### src/rtl/axi_cdc_quiesce_ctrl.sv
package axi_cdc_quiesce_pkg;

    typedef struct packed {
        logic [3:0]  id;
        logic [31:0] addr;
        logic [7:0]  len;
    } ax_chan_t;

    typedef struct packed {
        logic [31:0] data;
        logic [3:0]  strb;
        logic        last;
    } w_chan_t;

    typedef struct packed {
        logic [3:0] id;
        logic [1:0] resp;
    } b_chan_t;

    typedef struct packed {
        logic [3:0]  id;
        logic [31:0] data;
        logic [1:0]  resp;
        logic        last;
    } r_chan_t;

    typedef struct packed {
        ax_chan_t aw;
        logic     aw_valid;
        w_chan_t  w;
        logic     w_valid;
        logic     b_ready;
        ax_chan_t ar;
        logic     ar_valid;
        logic     r_ready;
    } axi_req_t;

    typedef struct packed {
        logic      aw_ready;
        logic      w_ready;
        b_chan_t   b;
        logic      b_valid;
        logic      ar_ready;
        r_chan_t   r;
        logic      r_valid;
    } axi_resp_t;

endpackage

// Gates AW/AR/W ahead of an AXI CDC, counts in-flight bursts and reports when the port is drained.
// Latency: 0 cycles on all channels; quiesce request acts 1 cycle later, quiesced_o 2 cycles after the last response.
// Backpressure: a gated channel drives valid=0 downstream and ready=0 upstream in the same cycle; B/R never stall here.
module axi_cdc_quiesce_ctrl #(
    parameter int unsigned MaxTxn     = 8,
    parameter type         axi_req_t  = axi_cdc_quiesce_pkg::axi_req_t,
    parameter type         axi_resp_t = axi_cdc_quiesce_pkg::axi_resp_t
) (
    input  logic                          clk_i,
    input  logic                          rst_i,
    input  axi_req_t                      slv_req_i,
    output axi_resp_t                     slv_resp_o,
    output axi_req_t                      mst_req_o,
    input  axi_resp_t                     mst_resp_i,
    input  logic                          quiesce_req_i,
    output logic                          quiesced_o,
    output logic [$clog2(MaxTxn+1)-1:0]   wr_outstanding_o,
    output logic [$clog2(MaxTxn+1)-1:0]   rd_outstanding_o
);

    localparam int unsigned CntW = $clog2(MaxTxn + 1);

    typedef logic [CntW-1:0]      cnt_t;
    typedef logic signed [CntW:0] open_t;

    typedef enum logic [1:0] {
        StRun,
        StDrain,
        StIsolated
    } state_e;

    state_e state_q, state_d;
    cnt_t   wr_cnt_q, rd_cnt_q;
    open_t  w_open_q;

    logic wr_full, rd_full;
    logic w_open_pos, w_open_neg;
    logic aw_gate, ar_gate, w_gate;
    logic aw_hs, w_last_hs, b_hs, ar_hs, r_last_hs;

    assign wr_full    = (wr_cnt_q == cnt_t'(MaxTxn));
    assign rd_full    = (rd_cnt_q == cnt_t'(MaxTxn));
    assign w_open_neg = w_open_q[CntW];
    assign w_open_pos = !w_open_q[CntW] && (w_open_q != '0);

    always_comb begin
        state_d = state_q;
        aw_gate = wr_full;
        ar_gate = rd_full;
        case (state_q)
            StRun: begin
                if (quiesce_req_i) state_d = StDrain;
            end
            StDrain: begin
                ar_gate = 1'b1;
                // AW only to pair with W beats that already went downstream
                if (!w_open_neg) aw_gate = 1'b1;
                if (!quiesce_req_i) begin
                    state_d = StRun;
                end else if (wr_cnt_q == '0 && rd_cnt_q == '0 && w_open_q == '0) begin
                    state_d = StIsolated;
                end
            end
            StIsolated: begin
                aw_gate = 1'b1;
                ar_gate = 1'b1;
                if (!quiesce_req_i) state_d = StRun;
            end
            default: state_d = StRun;
        endcase
    end

    assign aw_hs = slv_req_i.aw_valid & mst_resp_i.aw_ready & ~aw_gate;

    always_comb begin
        w_gate = 1'b0;
        case (state_q)
            StDrain:    w_gate = !w_open_pos && !aw_hs;
            StIsolated: w_gate = 1'b1;
            default:    w_gate = 1'b0;
        endcase
    end

    assign w_last_hs = slv_req_i.w_valid & mst_resp_i.w_ready & slv_req_i.w.last & ~w_gate;
    assign ar_hs     = slv_req_i.ar_valid & mst_resp_i.ar_ready & ~ar_gate;
    assign b_hs      = mst_resp_i.b_valid & slv_req_i.b_ready;
    assign r_last_hs = mst_resp_i.r_valid & slv_req_i.r_ready & mst_resp_i.r.last;

    always_comb begin
        mst_req_o           = slv_req_i;
        mst_req_o.aw_valid  = slv_req_i.aw_valid & ~aw_gate;
        mst_req_o.w_valid   = slv_req_i.w_valid & ~w_gate;
        mst_req_o.ar_valid  = slv_req_i.ar_valid & ~ar_gate;
        slv_resp_o          = mst_resp_i;
        slv_resp_o.aw_ready = mst_resp_i.aw_ready & ~aw_gate;
        slv_resp_o.w_ready  = mst_resp_i.w_ready & ~w_gate;
        slv_resp_o.ar_ready = mst_resp_i.ar_ready & ~ar_gate;
    end

    always_ff @(posedge clk_i) begin
        if (rst_i) begin
            state_q  <= StRun;
            wr_cnt_q <= '0;
            rd_cnt_q <= '0;
            w_open_q <= '0;
        end else begin
            state_q <= state_d;
            case ({aw_hs, b_hs})
                2'b10:   wr_cnt_q <= wr_cnt_q + cnt_t'(1);
                2'b01:   wr_cnt_q <= wr_cnt_q - cnt_t'(1);
                default: wr_cnt_q <= wr_cnt_q;
            endcase
            case ({ar_hs, r_last_hs})
                2'b10:   rd_cnt_q <= rd_cnt_q + cnt_t'(1);
                2'b01:   rd_cnt_q <= rd_cnt_q - cnt_t'(1);
                default: rd_cnt_q <= rd_cnt_q;
            endcase
            // negative while W beats run ahead of their AW
            case ({aw_hs, w_last_hs})
                2'b10:   w_open_q <= w_open_q + open_t'(1);
                2'b01:   w_open_q <= w_open_q - open_t'(1);
                default: w_open_q <= w_open_q;
            endcase
        end
    end

    assign quiesced_o       = (state_q == StIsolated);
    assign wr_outstanding_o = wr_cnt_q;
    assign rd_outstanding_o = rd_cnt_q;

endmodule

### config.mk
export PLATFORM = sky130hd
export DESIGN_NAME = axi_cdc_quiesce_ctrl
export DESIGN_NICKNAME = d
export VERILOG_FILES = /design/src/rtl/axi_cdc_quiesce_ctrl.sv
export SDC_FILE = /design/constraint.sdc
export NUM_CORES = 1
export LEC_CHECK = 0
export BUFFER_PORTS_ARGS = -buffer_cell sky130_fd_sc_hd__clkbuf_2
export CAP_MARGIN = 20
export CORE_AREA = 4 4 141 143
export CTS_BUF_LIST = sky130_fd_sc_hd__clkbuf_2 sky130_fd_sc_hd__clkbuf_4 sky130_fd_sc_hd__clkbuf_8
export CTS_CLUSTER_SIZE = 24
export DETAILED_ROUTE_END_ITERATION = 12
export DIE_AREA = 0 0 145 147
export MAX_ROUTING_LAYER = met4
export PLACE_DENSITY = 0.5
export SYNTH_ARGS = -nofsm -noshare
export SYNTH_HDL_FRONTEND = slang
export SYNTH_SLANG_ARGS = --single-unit
export TNS_END_PERCENT = 50
### constraint.sdc
create_clock -name clk_i -period 9.6 [get_ports clk_i]
set_input_delay 0.96 -clock clk_i [delete_from_list [all_inputs] [get_ports clk_i]]
set_output_delay 0.96 -clock clk_i [all_outputs]
set_load 0.005 [all_outputs]
# Word level (Yosys, flattened, before mapping)
# Index checks and enable logic that the tools add are counted.
# totals
regBits,15
input_bits,183
output_inout_bits,189
wordCells,71
# classes
n_addsub,6
eq_ne,13
n_mux,12
bitwise,19
reduce_logical,17
# ops
cell,count
$and A1 B1 Y1,16
$pmux W4 S2,2
$pmux W5 S2,1
$add A4 B1 Y4 const B,2
$eq A2 B1 Y1 const B,4
$eq A2 B2 Y1 const B,4
$eq A4 B4 Y1 const B,2
$logic_not A4 Y1,2
$mux W2,4
$sub A4 B1 Y4 const B,2
$pmux W2 S3,1
$reduce_bool A2 Y1,3
$add A5 B2 Y5 const B,1
$logic_not A5 Y1,1
$reduce_bool A5 Y1,1
$sub A5 B2 Y5 const B,1
$logic_and A1 B1 Y1,4
$ne A2 B2 Y1 const B,2
$pmux W1 S2,2
$logic_not A1 Y1,3
$ne A3 B3 Y1 const B,1
$not A1 Y1,3
$reduce_and A3 Y1,1
$logic_not A2 Y1,1
other kinds (2),3

# Longest topological paths before layout
# Gate-level depths: netlist of run 1.
# logic_depth
word_depth,12
depth_mapped,14
depth_no_buf,13

# Worst setup path before layout of run 1
# OpenSTA, ideal clock, no wires.
# synth_timing
kind,input to register
start,input port slv_req_i[85] (netlist bit)
end,register w_open_q[4]
setup_ps,134
t_arrival_ps,3262
required_time_ps,9466
setup_slack_ps,6204
path_stages,11
n_path_buf,1
path_cell_list,and2_1 > a2111oi_2 > nor3_1 > ha_1 > buf_6 > xor2_1 > ha_1 > o21ai_0 > o22ai_1 > and4bb_1 > or4_1
# synth_between
elab_chain_cells,9
word_cells_on_any_way,11
classes_between,eq/ne: 2; mux: 2; bitwise: 4; reduce/logical: 3
# synth_lines
item,line_no,source
from (decl),60,"input axi_req_t slv_req_i,"
$and A1 B1 Y1 (*) (2 in series),122,assign aw_hs = slv_req_i.aw_valid & mst_resp_i.aw_ready & ~aw_gate;
$logic_not A1 Y1,127,StDrain: w_gate = !w_open_pos && !aw_hs;
$logic_and A1 B1 Y1,127,
$pmux W1 S2,126,case (state_q)
$not A1 Y1,133,assign w_last_hs = slv_req_i.w_valid & mst_resp_i.w_ready & slv_req_i.w.last & ~w_gate;
$and A1 B1 Y1,133,
$eq A2 B1 Y1 or $eq A2 B2 Y1 (tied branches),168,"case ({aw_hs, w_last_hs})"
$pmux W5 S2 or $reduce_bool A2 Y1 (tied branches),--,
to (signal assigned),169,2'b10: w_open_q <= w_open_q + open_t'(1);
to (signal assigned),170,2'b01: w_open_q <= w_open_q - open_t'(1);
to (signal assigned),171,default: w_open_q <= w_open_q;
to (decl),83,open_t w_open_q;
# Mark *: on every way between the ends. The rest lies on a longest branch, timed or not.
# A chain may end at the register's enable or synchronous reset.

# Final worst setup path of run 1
# layout_timing
start,input port mst_resp_i[49] (netlist bit)
end,register w_open_q[4]
# layout_between
elab_chain_cells,9
word_cells_on_any_way,11
classes_between,eq/ne: 2; mux: 2; bitwise: 4; reduce/logical: 3
# layout_lines
item,line_no,source
from (decl),63,"input axi_resp_t mst_resp_i,"
$and A1 B1 Y1 (*) (2 in series),122,
$logic_not A1 Y1,127,
$logic_and A1 B1 Y1,127,
$pmux W1 S2,126,
$not A1 Y1,133,
$and A1 B1 Y1,133,
$eq A2 B1 Y1 or $eq A2 B2 Y1 (tied branches),168,
$pmux W5 S2 or $reduce_bool A2 Y1 (tied branches),--,
# Marked as above.

==> qor.tcl, run 1 <==
set qor(depth_of_the_most_critical_reg_to_reg_path) 13
set qor(cts_hold_repair.buffers) 0
set qor(critical_path_slowest_stage_cell) {sky130_fd_sc_hd__or4_1}
set qor(drtIter0Drc) 57
set qor(antenna-diode-count) 0
set qor(postSynthCellCount) 326
set qor(r2r_slack_ns) 6.16
set qor(critical_path_sink_type) {register}
set qor(finalWeightedCongestion) 0.701
set qor(pin_count) 372
set qor(track_usage_pct) 5.40
set qor(gr_ovfl_total) 0
set qor(timing_worst_slew_pin_value_ns) 0.445
set qor(finish.utilization_pct) 9.32
set qor(first_pass_iters) 4
set qor(fin_nets) 384
set qor(clk_pin_slew_ns) 0.07
set qor(hold_path.startpoint) {w_open_q[3]}
set qor(clock_tree.htree_level_count) 1
set qor(dieWidth_um) 145
set qor(post-route-drc-count) 0
set qor(path_max_fanout) 10
set qor(syn-num-nets) 524
set qor(timing.hold.worst_path_depth) 2
set qor(finalNonFillerCells) 419
set qor(die_h_um) 147
set qor(dpl_cell_area_mm2) 0.00169
set qor(rsz0062_at_grt) {no}
set qor(top_library_cells_by_usage_in_the_layout_fill_and_taps_aside) {sky130_fd_sc_hd__clkbuf_2 (35), sky130_fd_sc_hd__nor2_1 (17), sky130_fd_sc_hd__a21oi_1 (15), sky130_fd_sc_hd__dfxtp_1 (15), sky130_fd_sc_hd__inv_1 (14)}
set qor(clock_skew_after_layout_ns) 0.00241
set qor(power_density_mw_per_mm2) 185
set qor(crit_type) {input port to register}
set qor(timing_max_transition_violations_final) 0
set qor(path_cells) {clkbuf_2 -> and2_1 -> a2111oi_2 -> nor3_1 -> ha_1 -> ha_1 -> o21ai_0 -> o22ai_1 -> and4bb_1 -> or4_1}
set qor(min_period_over_period_pct) 35.9
set qor(grt_max_degree) 20
set qor(post-place-cells) 415
set qor(slew_headroom_pct) 70.1
set qor(finalSetupViolCount) 0
set qor(cts.repair.resized) 0
set qor(syn_avg_cell_area_um2) 7.89
set qor(synth-seq-area-share_pct) 11.7
set qor(wl_final_um) 5940
set qor(timing.critical_path.mode_cell) {sky130_fd_sc_hd__ha_1}
set qor(startpoint_type) {input port}
set qor(cell_family_with_the_largest_share_of_critical_path_delay) {simple AND/OR/NAND/NOR gates}
set qor(numPortBuffers) 35
set qor(highest_achievable_clock_rate_mhz) 290
set qor(fin_area_mm2) 0.00173
set qor(finalHoldViolations) 0
set qor(crit-reg2reg-capture) {w_open_q[4]}
set qor(min_path_type) {register to register}
set qor(syn-cell-area_mm2) 0.00257
set qor(cp.buffers_inverters) 1
set qor(cts_made_buffers) 3
set qor(cts_setup_buffers) 0
set qor(final_antenna_net_count) 0
set qor(clock_sink_count) 15
set qor(cts.path.max_buffers) 2
set qor(wire_per_inst_um) 14.2
set qor(flow.area_growth_from_synthesis_pct) -32.7
set qor(layout.cells.most_common) {sky130_fd_sc_hd__clkbuf_2}
set qor(grt_pass1_wl_um) 8740
set qor(setup_total_negative_slack_ns) 0
set qor(core_mm2) 0.0186
set qor(critical_path.max_stage_delay_ns) 0.49
set qor(grt_pass1_vias) 1456
set qor(vias_per_cell) 3.42
set qor(layout-drive-gt1-share_pct) 25.4
set qor(clock_latency_at_the_later_pin_of_the_worst_skew_pair_ns) 0.26
set qor(ys_seq_elements) 15
set qor(leak_nw) 0.677
set qor(max_cap_violations) 0
set qor(initial_utilization_pct) 13.8
set qor(yosysWarningCount) 0
set qor(core.rowCount) 50
set qor(run_status) {finished clean}
set qor(worst-endpoint-required_ns) 9.73
set qor(antenna_found_initial) 0
set qor(yosysUniqueCellTypes) 46
set qor(dieArea_mm2) 0.0213
set qor(detailroute.via_count) 1431
set qor(cts_root_buf) {sky130_fd_sc_hd__clkbuf_8}
set qor(hold-path-endpoint) {w_open_q[3]}
set qor(path_depth) 10
set qor(hpwl_um) 4910
set qor(max-vdd-ir-drop_v) 0.0000810
set qor(layout_min_cycle_time_ns) 3.45
set qor(r2r-start) {state_q[0]}
set qor(tritoncts_clock_tree) {built}
set qor(cp_data_arrival_time_ns) 3.58
-- cell families after synthesis --
family / count (synthesis) / share of synthesized area, %
compound gates: 30 / 7.98
xor+xnor: 7 / 2.38
fa+ha+maj: 15 / 7.88
buf+inv: 194 / 54.7
flops: 15 / 11.7
mux: 3 / 1.17
simple gates: 62 / 14.2
-- power by group --
part | leakage, nW | internal [mW] | switching [mW] | total [mW]
registers | 0.123 | 0.0773 | 0.0216 | 0.0989
logic | 0.529 | 0.0726 | 0.0928 | 0.165
clock network | 0.0255 | 0.0289 | 0.0271 | 0.0560
-- registers in the layout, summed over array words and instances, names as in the netlist --
register,cells
wr_outstanding_o,4
state_q,2
w_open_q,5
rd_outstanding_o,4
-- worst max path at each step --
stage,start,end,slack (ns)
global route,state_q[0],w_open_q[4],5.83
CTS,state_q[0],w_open_q[4],6.12
floorplan,slv_req_i[85],w_open_q[4],6.20
detailed placement,mst_resp_i[49],w_open_q[4],5.86
finish,mst_resp_i[49],w_open_q[4],6.15
global placement,mst_resp_i[49],w_open_q[4],5.92
-- cell usage after synthesis (all sizes together) --
master	number	area (µm²)
buf	176	1330
nor2	17	63.8
a21oi	16	83.8
dfxtp	15	300
inv	14	52.6
ha	13	163
nand2	8	30.0
xor2	6	52.6
and3	5	31.3
nor3	5	25.0
and2	4	25.0
clkbuf	4	25.0
mux2i	3	30.0
nand2b	3	18.8
or4	3	22.5
a2111oi	2	23.8
fa	2	40.0
nand3	2	10.0
nor2b	2	12.5
nor3b	2	31.3
nor4	2	12.5
o21ai	2	10.0
o31ai	2	15.0
a221oi	1	15.0
a22oi	1	7.51
a31o	1	8.76
a32o	1	10.0
and4	1	8.76
and4b	1	11.3
and4bb	1	12.5
nand3b	1	7.51
nand4	1	6.26
nand4b	1	8.76
nor4b	1	8.76
o211ai	1	7.51
o221ai	1	8.76
o22ai	1	6.26
o311ai	1	8.76
or3	1	6.26
or4bb	1	12.5
xnor2	1	8.76
-- routing by layer --
layer | part of all wire (%) | track usage (%)
met1 | 33 | 4.92
met2 | 44 | 8.03
met3 | 13 | 2.62
met4 | 9.8 | 5.61
met5 | 0 | -
-- metrics by stage --
step           power [mW]  worst slack (ns)  hold WS [ns]
2_1_floorplan       0.273              6.20         0.491
3_3_place_gp        0.269              5.92         0.542
3_5_place_dp        0.267              5.86         0.538
4_1_cts             0.326              6.12         0.549
5_1_grt             0.354              5.83         0.593
6_report            0.320              6.15         0.546
-- worst reg2reg max path: stages (launching register included) --
cell and delay, ns:
sky130_fd_sc_hd__dfxtp_1 0.37, sky130_fd_sc_hd__inv_1 0.09, sky130_fd_sc_hd__ha_1 0.25, sky130_fd_sc_hd__nand2b_1 0.16, sky130_fd_sc_hd__a22oi_1 0.22, sky130_fd_sc_hd__a2111oi_2 0.14, sky130_fd_sc_hd__nor3_1 0.29, sky130_fd_sc_hd__ha_1 0.41
sky130_fd_sc_hd__xor2_1 0.19, sky130_fd_sc_hd__ha_1 0.19, sky130_fd_sc_hd__o21ai_0 0.09, sky130_fd_sc_hd__o22ai_1 0.20, sky130_fd_sc_hd__and4bb_1 0.23, sky130_fd_sc_hd__or4_1 0.49
-- layout make-up --
cell class,instances,area (µm²)
fill,2135,16800
clock inverter,1,5.00
sequential,15,300
tap,234,293
inverter,14,52.6
timing repair buffer,35,175
multi-input combinational,117,865
clock buffer,3,41.3
Power figures use the tool's default switching activity.
==> run 2, diff against run 1 <==
Settings changed: CORE_AREA 4 4 141 143 to 4 4 142 144, DIE_AREA 0 0 145 147 to 0 0 146 148, PLACE_DENSITY 0.5 to 0.51.
Clock period 9.6 ns to 3 ns, I/O delays scaled along.
==> qor.tcl, run 2 <==
set qor(firstError) {[ERROR DRT-0255] Maze Route cannot find path of net slv_req_i[4] in worker of routeBox ( 96600 0 ) ( 146000 48300 ).}
set qor(synth_top_area_share_pct) 50.8
set qor(die_h_um) 148
set qor(clock_sink_count) 15
set qor(grt_max_degree) 20
set qor(grt_pass1_vias) 1526
set qor(pin_count) 372
set qor(grt_pass1_wl_um) 9340
set qor(initial_utilization_pct) 13.7
set qor(synthMuxAreaShare_pct) 1.17
set qor(async_flop_share_pct) 0
set qor(syn-num-nets) 524
set qor(dieWidth_um) 146
set qor(hpwl_um) 5460
set qor(synth_fa_ha_area_share_pct) 7.88
set qor(synth-edff-count) 0
set qor(numPortBuffers) 35
set qor(postSynthCellCount) 326
set qor(syn-cell-area_mm2) 0.00257
set qor(netlist_top_cells_count) {sky130_fd_sc_hd__buf_4 (174), sky130_fd_sc_hd__nor2_1 (17), sky130_fd_sc_hd__a21oi_1 (15), sky130_fd_sc_hd__dfxtp_1 (15), sky130_fd_sc_hd__inv_1 (14)}
set qor(clock_tree.htree_level_count) 1
set qor(xor_xnor_portion_of_the_synthesized_cell_area_pct) 2.38
set qor(synth-main-ff-cell) {sky130_fd_sc_hd__dfxtp_1}
set qor(yosysUniqueCellTypes) 46
set qor(core.rowCount) 50
set qor(synth-seq-area-share_pct) 11.7
set qor(ys_seq_elements) 15
set qor(synth_area_leaders) {sky130_fd_sc_hd__buf_4 (51%), sky130_fd_sc_hd__dfxtp_1 (12%), sky130_fd_sc_hd__ha_1 (6.3%)}
set qor(cts_made_buffers) 3
set qor(syn_avg_cell_area_um2) 7.89
set qor(stop_stage) {5_2_route}
set qor(track_usage_pct) 5.79
set qor(finalWeightedCongestion) 0.712
set qor(worstEndpointType) {sequential cell input}
set qor(synth-compound-area-share_pct) 7.98
set qor(yosysWarningCount) 0
set qor(cts_root_buf) {sky130_fd_sc_hd__clkbuf_8}
set qor(cts_hold_repair.buffers) 0
set qor(run_status) {stopped before the end}
set qor(synth_most_common_cell) {sky130_fd_sc_hd__buf_4}
set qor(synth_area_leader_cell) {sky130_fd_sc_hd__buf_4}
set qor(gr_ovfl_total) 0
set qor(antenna_found_initial) 0
set qor(cts.path.max_buffers) 2
set qor(post-place-cells) 435
set qor(globalroute.repair_timing.worst_endpoint) {rd_outstanding_o[3]$_SDFFE_PP0P_/D}
set qor(simple_gate_share_of_the_synthesized_area_pct) 14.2
set qor(largest_family_of_logic_cells_by_synthesized_area) {buffers and inverters}
[run 2: cell counts after synthesis]
Identical to the previous run, type by type.
[run 2: metal layers]
metal / track usage (%)
met5: -
met1: 5.28
met4: 5.13
met3: 3.71
met2: 8.35
[run 2: what timing repair did]
action,in CTS,in global routing
gates resized for setup,8,9
endpoints found under the setup margin,1,3
pin swaps,8,13
buffers inserted,2,0
gates cloned,0,0
[run 2: logic make-up after synthesis]
kind of cell,after synthesis
buffers and inverters,194
and+or+nand+nor,62
AOI/OAI and AO/OA,30
adders and majority gates,15
DFF,15
xor gates and xnor gates,7
muxes,3
[run 2: metrics by stage]
step	utilization [%]	instance area, µm²	setup WS [ns]
after global routing	10.7	1990	-0.0148
after global placement	9.97	1870	0.0411
after floorplan	-	2600	0.0450
after CTS	10.5	1960	0.0203
after detailed placement	9.97	1870	0.00147
==> run 3, diff against run 2 <==
Settings changed: CORE_AREA 4 4 142 144 to 4 4 141 143, CTS_BUF_LIST sky130_fd_sc_hd__clkbuf_2 sky130_fd_sc_hd__clkbuf_4 sky130_fd_sc_hd__clkbuf_8 to not set, CTS_CLUSTER_SIZE 24 to not set, DIE_AREA 0 0 146 148 to 0 0 145 147, MAX_ROUTING_LAYER met4 to not set, PLACE_DENSITY 0.51 to not set, PLACE_DENSITY_LB_ADDON set to 0.15.
Clock period 3 ns to 3.9 ns, I/O delays scaled along.
==> qor.tcl, run 3 (synthesis gave the netlist of run 1 again) <==
set qor(run_status) {finished clean}
set qor(layout_min_cycle_time_ns) 3.48
set qor(path_max_fanout) 10
set qor(numPortBuffers) 35
set qor(core.rowCount) 50
set qor(die_h_um) 147
set qor(drtIter0Drc) 40
set qor(fin_area_mm2) 0.00178
set qor(clk_pin_slew_ns) 0.06
set qor(cp_data_arrival_time_ns) 3.60
set qor(dpl_cell_area_mm2) 0.00169
set qor(cts_root_buf) {sky130_fd_sc_hd__clkbuf_16}
set qor(path_cells) {inv_1 -> ha_1 -> nand2b_1 -> a22oi_1 -> a2111oi_2 -> nor3_1 -> ha_1 -> xor2_1 -> ha_1 -> o21ai_0 -> o22ai_1 -> and4bb_1 -> or4_1}
set qor(setup_total_negative_slack_ns) 0
set qor(clock_tree.htree_level_count) 1
set qor(layout-drive-gt1-share_pct) 25.8
set qor(clock_sink_count) 15
set qor(timing_worst_slew_pin_value_ns) 0.465
set qor(grt_pass1_vias) 1437
set qor(wire_per_inst_um) 10.9
set qor(cts_made_buffers) 3
set qor(final_antenna_net_count) 0
set qor(tritoncts_clock_tree) {built}
set qor(detailroute.via_count) 1347
set qor(finalWeightedCongestion) 0.691
set qor(slew_headroom_pct) 68.7
set qor(startpoint_type) {register}
set qor(grt_pass1_wl_um) 7580
set qor(dieArea_mm2) 0.0213
set qor(max-vdd-ir-drop_v) 0.000137
set qor(fin_nets) 385
set qor(cts_hold_repair.buffers) 0
set qor(power_density_mw_per_mm2) 488
set qor(total_power_uw) 867
set qor(antenna-diode-count) 0
set qor(leak_nw) 0.693
set qor(finish.utilization_pct) 9.56
set qor(top_library_cells_by_usage_in_the_layout_fill_and_taps_aside) {sky130_fd_sc_hd__clkbuf_2 (35), sky130_fd_sc_hd__nor2_1 (17), sky130_fd_sc_hd__a21oi_1 (15), sky130_fd_sc_hd__dfxtp_1 (15), sky130_fd_sc_hd__inv_1 (14)}
set qor(pin_count) 372
set qor(finalHoldViolations) 0
set qor(multi_input_area_um2) 865
set qor(min_period_over_period_pct) 89.3
set qor(finalSetupViolCount) 0
set qor(antenna_found_initial) 0
set qor(cts_setup_buffers) 0
set qor(hold_slack_ns) 0.540
set qor(flow.area_growth_from_synthesis_pct) -30.9
set qor(hpwl_um) 3750
set qor(crit_type) {register to register}
set qor(vias_per_cell) 3.21
set qor(grt_max_degree) 20
set qor(clock_skew_after_layout_ns) 0.00686
set qor(cp.buffers_inverters) 1
set qor(largest_register_ff_count) 5
set qor(dieWidth_um) 145
set qor(cts.repair.resized) 0
set qor(cell_family_with_the_largest_share_of_critical_path_delay) {simple AND/OR/NAND/NOR gates}
set qor(core_mm2) 0.0186
set qor(highest_achievable_clock_rate_mhz) 287
set qor(min_path_type) {register to register}
set qor(critical_path.max_stage_delay_ns) 0.48
set qor(cts.path.max_buffers) 2
set qor(max_cap_violations) 0
set qor(rsz0062_at_grt) {no}
set qor(regMostFlops) {w_open_q}
set qor(timing.critical_path.mode_cell) {sky130_fd_sc_hd__ha_1}
set qor(register_area_um2) 300
set qor(layout.cells.most_common) {sky130_fd_sc_hd__clkbuf_2}
set qor(critical_path_sink_type) {register}
set qor(critical_path_slowest_stage_cell) {sky130_fd_sc_hd__or4_1}
set qor(post-route-drc-count) 0
set qor(first_pass_iters) 4
set qor(initial_utilization_pct) 13.8
set qor(track_usage_pct) 4.27
set qor(gr_ovfl_total) 0
set qor(fillCellCount) 2119
set qor(clock_latency_at_the_later_pin_of_the_worst_skew_pair_ns) 0.25
set qor(timing_max_transition_violations_final) 0
set qor(worst-endpoint-required_ns) 4.02
set qor(wl_final_um) 4590
-- run 3: per-stage QoR --
stage | instances | setup slack, ns
3_5_place_dp | 416 | 0.392
5_1_grt | 420 | 0.0389
2_1_floorplan | 326 | 0.808
6_report | 420 | 0.417
3_3_place_gp | 416 | 0.517
4_1_cts | 420 | 0.361
-- run 3: final cells by class --
| class | instances | area share [%] |
|---|---|---|
| Multi-Input combinational cell | 117 | 48.7 |
| Sequential cell | 15 | 16.9 |
| Tap cell | 234 | 16.5 |
| Timing Repair Buffer | 36 | 10.3 |
| Clock buffer | 3 | 4.23 |
| Inverter | 14 | 2.96 |
| Clock inverter | 1 | 0.423 |
-- run 3: power by group --
| part | switching, mW | total (mW) | internal [mW] |
|---|---|---|---|
| Combinational | 0.226 | 0.411 | 0.186 |
| Sequential | 0.0543 | 0.245 | 0.191 |
| Clock | 0.0721 | 0.211 | 0.138 |
-- run 3: worst reg2reg max path, stage by stage (launching register included) --
cell	delay [ns]
sky130_fd_sc_hd__dfxtp_1	0.35
sky130_fd_sc_hd__inv_1	0.08
sky130_fd_sc_hd__ha_1	0.25
sky130_fd_sc_hd__nand2b_1	0.16
sky130_fd_sc_hd__a22oi_1	0.26
sky130_fd_sc_hd__a2111oi_2	0.15
sky130_fd_sc_hd__nor3_1	0.28
sky130_fd_sc_hd__ha_1	0.39
sky130_fd_sc_hd__xor2_1	0.19
sky130_fd_sc_hd__ha_1	0.20
sky130_fd_sc_hd__o21ai_0	0.10
sky130_fd_sc_hd__o22ai_1	0.22
sky130_fd_sc_hd__and4bb_1	0.24
sky130_fd_sc_hd__or4_1	0.48
-- run 3: metal layers --
layer  vias to the layer above  global-route usage (%)  share of wire, %
met5                         -                       0                 0
met4                         0                    2.00               2.0
met3                        24                    2.38               9.9
met2                        74                    6.78                47
met1                       634                    4.67                41
li1                        615                       -                 -
-- run 3: worst paths after layout --
path,cells past startpoint,slack (ns),endpoint,startpoint
worst max-delay path,13,0.42,w_open_q[4],state_q[0]
worst min-delay path,2,0.54,state_q[0],state_q[0]
worst max register to register,13,0.42,w_open_q[4],state_q[0]
worst min register to register,2,0.54,state_q[0],state_q[0]
==> run 4, diff against run 3 <==
Clock period 3.9 ns to 3 ns, I/O delays scaled along.
==> qor.tcl, run 4 (synthesis gave the netlist of run 1 again) <==
set qor(run_status) {finished clean}
set qor(hpwl_um) 4130
set qor(finalWeightedCongestion) 0.694
set qor(tritoncts_clock_tree) {built}
set qor(power.internal_uw) 853
set qor(core_mm2) 0.0186
set qor(hold_slack_ns) 0.486
set qor(max_cap_violations) 0
set qor(path_max_fanout) 3
set qor(antenna_found_initial) 0
set qor(timing_max_transition_violations_final) 0
set qor(cts_made_buffers) 3
set qor(fillCellCount) 2122
set qor(clock_tree.htree_level_count) 1
set qor(post-route-drc-count) 0
set qor(layout.cells.most_common) {sky130_fd_sc_hd__clkbuf_2}
set qor(drtIter0Drc) 29
set qor(antenna-diode-count) 0
set qor(setup_total_negative_slack_ns) 0
set qor(min_path_type) {input port to register}
set qor(finalSetupViolCount) 0
set qor(max-vdd-ir-drop_v) 0.000183
set qor(layout-drive-gt1-share_pct) 44.6
set qor(register_area_um2) 305
set qor(leak_nw) 0.842
set qor(power.switching_fraction_pct) 38.8
set qor(wl_final_um) 5100
set qor(cts.path.max_buffers) 2
set qor(p_clk_share_pct) 19.2
set qor(power.combinational.fraction_pct) 58.7
set qor(regMostFlops) {w_open_q}
set qor(r2r_slack_ns) 0.08
set qor(cp_data_arrival_time_ns) 3.05
set qor(detailroute.via_count) 1457
set qor(power_density_mw_per_mm2) 656
set qor(gr_ovfl_total) 0
set qor(clock_sink_count) 15
set qor(critical_path_sink_type) {register}
set qor(layout_min_cycle_time_ns) 2.92
set qor(min_period_over_period_pct) 97.5
set qor(initial_utilization_pct) 13.8
set qor(die_h_um) 147
set qor(track_usage_pct) 4.69
set qor(vias_per_cell) 3.26
set qor(crit_type) {register to register}
set qor(cts_root_buf) {sky130_fd_sc_hd__clkbuf_16}
set qor(seq_power_share_pct) 22.1
set qor(net-switching-power_uw) 540
set qor(startpoint_type) {register}
set qor(grt_pass1_vias) 1557
set qor(worst-endpoint-required_ns) 3.12
set qor(clk_pin_slew_ns) 0.05
set qor(wire_per_inst_um) 11.4
set qor(pin_count) 372
set qor(grt_pass1_wl_um) 8080
set qor(top_library_cells_by_usage_in_the_layout_fill_and_taps_aside) {sky130_fd_sc_hd__clkbuf_2 (35), sky130_fd_sc_hd__buf_4 (28), sky130_fd_sc_hd__nor2_1 (15)}
set qor(dieWidth_um) 145
set qor(final_antenna_net_count) 0
set qor(flow.area_growth_from_synthesis_pct) -17.4
set qor(finalHoldViolations) 0
set qor(largest_register_ff_count) 5
set qor(grt_max_degree) 20
set qor(multi_input_area_mm2) 0.00101
set qor(dieArea_mm2) 0.0213
set qor(fin_nets) 412
set qor(clock_skew_after_layout_ns) 0.00139
set qor(numPortBuffers) 35
set qor(slew_headroom_pct) 68.7
set qor(highest_achievable_clock_rate_mhz) 342
set qor(rsz0062_at_grt) {yes}
set qor(timing_worst_slew_pin_value_ns) 0.457
set qor(first_pass_iters) 4
set qor(core.rowCount) 50
set qor(clock_latency_at_the_later_pin_of_the_worst_skew_pair_ns) 0.25
set qor(cts_hold_repair.buffers) 0
run 4: cell count changes in the layout (fill, tap and decap cells not counted), sizes merged:
cell / delta
buf: +27
clkbuf: +1
clkinvlp: -1
run 4: final cells by class:
type                    count  share of cell area, %
clock buffers               4                   3.71
multi-input cells         117                   47.5
repair buffers             63                   18.1
flip-flops and latches     15                   14.4
well taps                 234                   13.8
inverters                  14                   2.47
run 4: critical path, cell delays in order (launching register included):
cell,delay (ns)
sky130_fd_sc_hd__dfxtp_2,0.33
sky130_fd_sc_hd__nor4_4,0.27
sky130_fd_sc_hd__buf_4,0.16
sky130_fd_sc_hd__nor2_4,0.04
sky130_fd_sc_hd__a2111oi_4,0.38
sky130_fd_sc_hd__nor3_2,0.08
sky130_fd_sc_hd__ha_2,0.23
sky130_fd_sc_hd__xor2_1,0.15
sky130_fd_sc_hd__ha_2,0.20
sky130_fd_sc_hd__o21ai_1,0.16
sky130_fd_sc_hd__o22ai_2,0.12
sky130_fd_sc_hd__a32o_1,0.20
sky130_fd_sc_hd__or4_1,0.48
run 4: timing repair:
| action | CTS | global route |
|---|---|---|
| resized for setup | 14 | 9 |
| pin swaps | 12 | 11 |
| endpoints found under the setup margin | 1 | 2 |
| buffers inserted | 4 | 0 |
run 4: path summary, 6_finish.rpt:
path / from / endpoint / cells after the start
max: w_open_q[0] / w_open_q[4] / 12
min: quiesce_req_i / state_q[1] / 3
max reg2reg: w_open_q[0] / w_open_q[4] / 12
min reg2reg: rd_outstanding_o[3] / rd_outstanding_o[3] / 2
run 4: per-layer routing:
layer | wire length [µm] | vias to the layer above | global-route usage [%]
met4 | 259 | 0 | 4.04
li1 | - | 670 | -
met1 | 1940 | 679 | 4.76
met3 | 457 | 48 | 1.67
met5 | 0 | - | 0
met2 | 2440 | 60 | 7.70
run 4: power groups by stage:
| stage | Combinational [mW] | Clock (mW) | Sequential (mW) |
|---|---|---|---|
| final | 0.818 | 0.268 | 0.308 |
| after global routing | 0.925 | 0.288 | 0.315 |
| after CTS | 0.808 | 0.281 | 0.306 |
| after detailed placement | 0.749 | 0 | 0.295 |
| after global placement | 0.761 | 0 | 0.295 |
| after floorplan | 0.596 | 0 | 0.305 |
run 4: through the flow:
step                      utilization (%)  instance area, µm²  setup slack [ns]  total power, mW  instances
after detailed placement             10.2                1900            -0.108             1.04        440
after global placement               10.2                1900           -0.0731             1.06        440
after floorplan                         -                2600            0.0450            0.901        326
after CTS                            11.1                2060          -0.00239             1.40        447
after global routing                 11.4                2120            -0.110             1.53        447
final                                11.4                2120            0.0754             1.39        447
